File: src/rtl/distr_arith_unit_pkg.sv
// Shared constants for the bit-serial distributed-arithmetic FIR engine.
package distr_arith_unit_pkg;
  localparam int NTAPS      = 64;
  localparam int NGROUPS    = 8;
  localparam int GROUP_TAPS = 8;
  localparam int SLICES     = 16;
  localparam int SAMPLE_W   = 16;
  localparam int SUM_W      = 32;
  localparam int IDX_W      = 4;
  localparam logic [IDX_W-1:0] IDX_LAST = IDX_W'(SLICES - 1);
endpackage

File: src/rtl/distr_arith_unit_if.sv
// Slice inputs and filter outputs of the DA engine, plus the slice index for debug.
// valid is a one-cycle strobe with no ready: the consumer must take sum when valid is high.
interface distr_arith_unit_if;
  logic                                      first;
  logic [7:0]                                x1_bit;
  logic [7:0]                                x2_bit;
  logic [7:0]                                x3_bit;
  logic [7:0]                                x4_bit;
  logic [7:0]                                x5_bit;
  logic [7:0]                                x6_bit;
  logic [7:0]                                x7_bit;
  logic [7:0]                                x8_bit;
  logic [distr_arith_unit_pkg::SUM_W-1:0]    sum;
  logic                                      valid;
  logic [distr_arith_unit_pkg::IDX_W-1:0]    idx;

  modport master (
    output first, x1_bit, x2_bit, x3_bit, x4_bit, x5_bit, x6_bit, x7_bit, x8_bit,
    input  sum, valid, idx
  );
  modport slave (
    input  first, x1_bit, x2_bit, x3_bit, x4_bit, x5_bit, x6_bit, x7_bit, x8_bit,
    output sum, valid, idx
  );
endinterface

File: src/rtl/distr_arith_unit_lut8.sv
// Eight-tap DA group: signed sum of the coefficients whose slice bit is set.
module da_lut8
  import distr_arith_unit_pkg::*;
#(
  parameter int COEF_W = 16
) (
  input  logic [GROUP_TAPS-1:0]        bits,
  input  logic [GROUP_TAPS*COEF_W-1:0] coefs,
  output logic [COEF_W+2:0]            psum
);

  // Coefficient slot i belongs to the tap driven on bits[7-i] (bit 7 is the newest tap).
  always_comb begin
    psum = '0;
    for (int i = 0; i < GROUP_TAPS; i++) begin
      if (bits[GROUP_TAPS-1-i]) begin
        psum = psum + {{3{coefs[i*COEF_W+COEF_W-1]}}, coefs[i*COEF_W +: COEF_W]};
      end
    end
  end

endmodule

File: src/rtl/distr_arith_unit.sv
// Bit-serial DA engine: per-slice partial sum, shift-accumulate of 16 slices, output register.
module distr_arith_unit
  import distr_arith_unit_pkg::*;
#(
  parameter int                        COEF_W = 16,
  parameter logic [NTAPS*COEF_W-1:0]   COEFS  = {NTAPS{16'h0001}}
) (
  input  logic               clk,
  input  logic               areset_n,
  distr_arith_unit_if.slave  bus
);

  localparam int PW = COEF_W + 6;

  logic [GROUP_TAPS-1:0] grp_bits [NGROUPS];
  logic [COEF_W+2:0]     grp_sum  [NGROUPS];
  logic [PW-1:0]         p;
  logic [SUM_W-1:0]      p_ext;
  logic [SUM_W-1:0]      shifted;
  logic [IDX_W-1:0]      cur_idx;
  logic [IDX_W-1:0]      idx_q;
  logic [SUM_W-1:0]      acc_q;
  logic [SUM_W-1:0]      sum_q;
  logic                  valid_q;

  assign grp_bits[0] = bus.x1_bit;
  assign grp_bits[1] = bus.x2_bit;
  assign grp_bits[2] = bus.x3_bit;
  assign grp_bits[3] = bus.x4_bit;
  assign grp_bits[4] = bus.x5_bit;
  assign grp_bits[5] = bus.x6_bit;
  assign grp_bits[6] = bus.x7_bit;
  assign grp_bits[7] = bus.x8_bit;

  for (genvar g = 0; g < NGROUPS; g++) begin : g_lut
    da_lut8 #(.COEF_W(COEF_W)) u_lut (
      .bits  (grp_bits[g]),
      .coefs (COEFS[g*GROUP_TAPS*COEF_W +: GROUP_TAPS*COEF_W]),
      .psum  (grp_sum[g])
    );
  end

  always_comb begin
    p = '0;
    for (int g = 0; g < NGROUPS; g++) begin
      p = p + {{3{grp_sum[g][COEF_W+2]}}, grp_sum[g]};
    end
  end

  assign p_ext   = {{(SUM_W-PW){p[PW-1]}}, p};
  assign cur_idx = bus.first ? '0 : idx_q + 1'b1;
  assign shifted = p_ext << cur_idx;

  // Slice 15 carries the sample sign bit, so its weighted partial sum is subtracted.
  always_ff @(posedge clk or negedge areset_n) begin
    if (!areset_n) begin
      idx_q   <= IDX_LAST;
      acc_q   <= '0;
      sum_q   <= '0;
      valid_q <= 1'b0;
    end else begin
      idx_q   <= cur_idx;
      valid_q <= (cur_idx == IDX_LAST);
      if (cur_idx == '0) begin
        acc_q <= p_ext;
      end else if (cur_idx == IDX_LAST) begin
        sum_q <= acc_q - shifted;
      end else begin
        acc_q <= acc_q + shifted;
      end
    end
  end

  assign bus.sum   = sum_q;
  assign bus.valid = valid_q;
  assign bus.idx   = idx_q;

endmodule

File: src/flat_wrapper.sv
// flat-port wrapper written by rule: the top's interface ports become plain ports
module distr_arith_unit_flat import distr_arith_unit_pkg::*;
#(
  parameter int                        COEF_W = 16,
  parameter logic [NTAPS*COEF_W-1:0]   COEFS  = {NTAPS{16'h0001}}
)
  (clk, areset_n, bus_first, bus_x1_bit, bus_x2_bit, bus_x3_bit, bus_x4_bit, bus_x5_bit, bus_x6_bit, bus_x7_bit, bus_x8_bit, bus_sum, bus_valid, bus_idx);
  distr_arith_unit_if bus_i ();
  input  logic clk;
  input  logic areset_n;
  input wire logic [$bits(bus_i.first)-1:0] bus_first;
  input wire logic [$bits(bus_i.x1_bit)-1:0] bus_x1_bit;
  input wire logic [$bits(bus_i.x2_bit)-1:0] bus_x2_bit;
  input wire logic [$bits(bus_i.x3_bit)-1:0] bus_x3_bit;
  input wire logic [$bits(bus_i.x4_bit)-1:0] bus_x4_bit;
  input wire logic [$bits(bus_i.x5_bit)-1:0] bus_x5_bit;
  input wire logic [$bits(bus_i.x6_bit)-1:0] bus_x6_bit;
  input wire logic [$bits(bus_i.x7_bit)-1:0] bus_x7_bit;
  input wire logic [$bits(bus_i.x8_bit)-1:0] bus_x8_bit;
  output wire logic [$bits(bus_i.sum)-1:0] bus_sum;
  output wire logic [$bits(bus_i.valid)-1:0] bus_valid;
  output wire logic [$bits(bus_i.idx)-1:0] bus_idx;
  assign bus_i.first = bus_first;
  assign bus_i.x1_bit = bus_x1_bit;
  assign bus_i.x2_bit = bus_x2_bit;
  assign bus_i.x3_bit = bus_x3_bit;
  assign bus_i.x4_bit = bus_x4_bit;
  assign bus_i.x5_bit = bus_x5_bit;
  assign bus_i.x6_bit = bus_x6_bit;
  assign bus_i.x7_bit = bus_x7_bit;
  assign bus_i.x8_bit = bus_x8_bit;
  assign bus_sum = bus_i.sum;
  assign bus_valid = bus_i.valid;
  assign bus_idx = bus_i.idx;
  distr_arith_unit #(.COEF_W(COEF_W), .COEFS(COEFS)) u_core (.clk(clk), .areset_n(areset_n), .bus(bus_i));
endmodule
File: config.mk
export PLATFORM = sky130hd
export DESIGN_NAME = distr_arith_unit_flat
export DESIGN_NICKNAME = d
export VERILOG_FILES = /design/src/rtl/distr_arith_unit_pkg.sv /design/src/rtl/distr_arith_unit_if.sv /design/src/rtl/distr_arith_unit_lut8.sv /design/src/rtl/distr_arith_unit.sv /design/src/flat_wrapper.sv
export SDC_FILE = /design/constraint.sdc
export NUM_CORES = 1
export LEC_CHECK = 0
export ABC_AREA = 1
export BUFFER_PORTS_ARGS = -buffer_cell sky130_fd_sc_hd__buf_2
export CAP_MARGIN = 20
export CORE_MARGIN = 2
export CORE_UTILIZATION = 23
export CTS_BUF_LIST = sky130_fd_sc_hd__clkbuf_8
export CTS_CLUSTER_SIZE = 25
export DETAILED_ROUTE_END_ITERATION = 8
export PLACE_DENSITY = 0.44
export SLEW_MARGIN = 20
export SYNTH_ARGS = -nofsm -noshare
export SYNTH_HDL_FRONTEND = slang
export SYNTH_SLANG_ARGS = --single-unit
File: constraint.sdc
create_clock -name clk -period 3.8 [get_ports clk]
set_clock_uncertainty 0.1 [all_clocks]
set_input_delay 0.76 -clock clk [delete_from_list [all_inputs] [get_ports clk]]
set_output_delay 0.76 -clock clk [all_outputs]
set_load 0.02 [all_outputs]
==> results.yml <==
die:
  start_util_pct: 23.4
  rows: 88
  io_pins: 104
  dieArea_um2: 60900
  die_y_um: 247
  chipWidth_um: 247
  coreArea_um2: 58000
min_path:
  hold_class: "in -> async"
status:
  status: "finished with violations"
  violations: "setup timing"
routing:
  final_antenna_net_count: 0
  drc: 0
  drt-pass1-iter-count: 5
  wirelength_mm: 50.8
  num_vias: 16400
  drtIter0Drc: 693
  vias_per_cell: 4.45
  avgRoutedWirePerCell_um: 13.7
global_route:
  grt_overflow: 0
  grt_max_degree: 70
  track_usage_pct: 16.4
  grt_pass1_wl_mm: 81.3
  antenna_found_initial: 3
  grt_pass1_vias: 16300
worst_setup_path:
  crit_type: "in -> reg"
  rr_startpoint: "u_core.bus.idx[1]"
  slowest_delay_ns: 0.56
  path_delay_family: "adder cells"
  crit_start: "bus_x5_bit[7]"
  crit_buf_inv: 10
  cp_max_fo: 4
  crit_path_frequent_cell: "nand2_1"
  cp.required_ns: 3.98
  cp_slowest_cell: "fa_2"
  critPathArrivalTime_ns: 8.81
  critical_path.endpoint_type: "flip-flop"
  crit_path_start_kind: "primary input"
sta:
  finalHoldViolations: 0
  finalCriticalPeriod_ns: 8.62
  slew_violations: 0
  layout_setup_ws_ns: -4.82
  setup_violations: 64
  rsz0062_at_grt: "yes"
  timing.setup.tns_ns: -283.80
  worst_pin_slew_ns: 0.747
  slew_headroom_pct: 50.2
  fin_crit_sh_pct: 227
  fmax_ghz: 0.116
finish:
  layout_common_cells: "buf_4, nand2_1, inv_1"
  final_nets: 3174
  final_common_cell: "buf_4"
  drive_above_1_share_pct: 49.8
  fin_cells: 3693
  final_util_pct: 40.0
  area_delta_synth_final_pct: 71.3
yosys:
  synth_edf_count: 0
  yosysSeqAreaShare_pct: 12.8
  ys_async_sr_fraction_pct: 100
  synthFlopType: "dfrtp_1"
  syn_inst: 2237
  ys_warn_count: 0
  syn-cell-area_um2: 13600
  ys_ff_latch: 69
  avgSynthCellArea_um2: 6.06
  synth_cell_type_count: 57
cts:
  cts_tree: "yes"
  cts_buffer_depth: 2
  clkTransAtPathRegs_ns: 0.10
  cts_buffers: 9
  clk_latency_ns: 0.41
  cts_sinks: 69
  cts_max_level: 3
  cts-root-buf: "clkbuf_8"
placement:
  place_inst: 3542
  dp_hpwl_mm: 40.1
  place_congestion: 0.900
  port_buffers: 103
  place_ws_ns: -5.70
run:
  drv_cap: 0
==> flip-flops by register name, indices dropped and copies added, names as in the netlist <==
signal,cells
u_core.bus.valid,1
u_core.bus.idx,4
u_core.bus.sum,32
u_core.acc_q,32
==> through the flow <==
step                instance area (um^2)  hold slack [ns]
finish                             23200            0.306
global placement                   19100            0.364
floorplan                          14400            0.364
CTS                                21600            0.391
global route                       23200            0.351
detailed placement                 19100            0.366
==> worst paths after layout <==
kind                                      end  slack (ns)  cells past startpoint
max                          u_core.acc_q[19]       -4.82                     57
min                        u_core.bus.sum[30]        0.31                      1
max reg2reg                  u_core.acc_q[30]       -0.22                     22
min reg2reg                u_core.bus.sum[16]        0.38                      2
max in group asynchronous     u_core.acc_q[8]        2.77                      1
min in group clk           u_core.bus.sum[16]        0.38                      2
==> cells by family (layout without fill, tap and decap cells) <==
| kind of cell | after synthesis | after routing | synth area share, % |
|---|---|---|---|
| mux | 3 | 3 | 0.231 |
| xor+xnor | 52 | 52 | 3.36 |
| flops | 69 | 69 | 12.8 |
| simple gates | 1233 | 1233 | 40.0 |
| fa+ha+maj | 187 | 187 | 19.5 |
| other cells | 2 | 27 | 0.0554 |
| compound gates | 277 | 277 | 12.1 |
| buf+inv | 414 | 1080 | 12.0 |
==> Yosys cell counts (6+ instances only) <==
cell / instances / area [um^2]
o21ai_0: 75 / 375
o21ai_1: 37 / 185
nand3_2: 23 / 230
nand3b_1: 7 / 52.6
a21oi_1: 79 / 395
inv_1: 335 / 1260
xor2_1: 40 / 350
xnor2_1: 12 / 105
inv_2: 33 / 124
nor2_1: 187 / 702
nand2_1: 676 / 2540
clkbuf_1: 9 / 33.8
nand3_1: 216 / 1080
a21boi_0: 6 / 45.0
ha_1: 146 / 1830
nand4_1: 27 / 169
buf_2: 27 / 135
nand2_2: 44 / 275
a31oi_1: 25 / 156
nor3_1: 8 / 40.0
nor2_2: 11 / 68.8
o21ai_2: 8 / 70.1
a21oi_2: 6 / 52.6
dfrtp_1: 65 / 1630
o21bai_1: 12 / 90.1
fa_1: 41 / 821
a21o_1: 9 / 67.6
or2_2: 13 / 81.3
==> final cells by class <==
type | instances | area, um^2
diodes | 3 | 7.51
clock buffers | 9 | 124
clock inverters | 7 | 75.1
fillers | 6002 | 34800
inverters | 369 | 1440
multi-input cells | 1776 | 13600
flip-flops and latches | 69 | 1730
well taps | 765 | 957
repair buffers | 695 | 5330
==> per-layer routing <==
layer / global-route usage, % / wire length, um / up-vias
li1: - / - / 8459
met1: 22.7 / 24700 / 7664
met2: 27.4 / 23200 / 246
met3: 1.61 / 1760 / 56
met4: 4.02 / 1090 / 2
met5: 0 / 13 / -
==> timing repair <==
| action | in CTS | in global routing |
|---|---|---|
| gates resized for setup | 424 | 327 |
| buffers inserted | 93 | 48 |
| hold buffers | 0 | 0 |
| pin swaps | 169 | 201 |
| setup endpoints to repair | 64 | 64 |
Power is not shown: default switching activity piles up to over one toggle a cycle in this logic, so the estimate is an artifact.
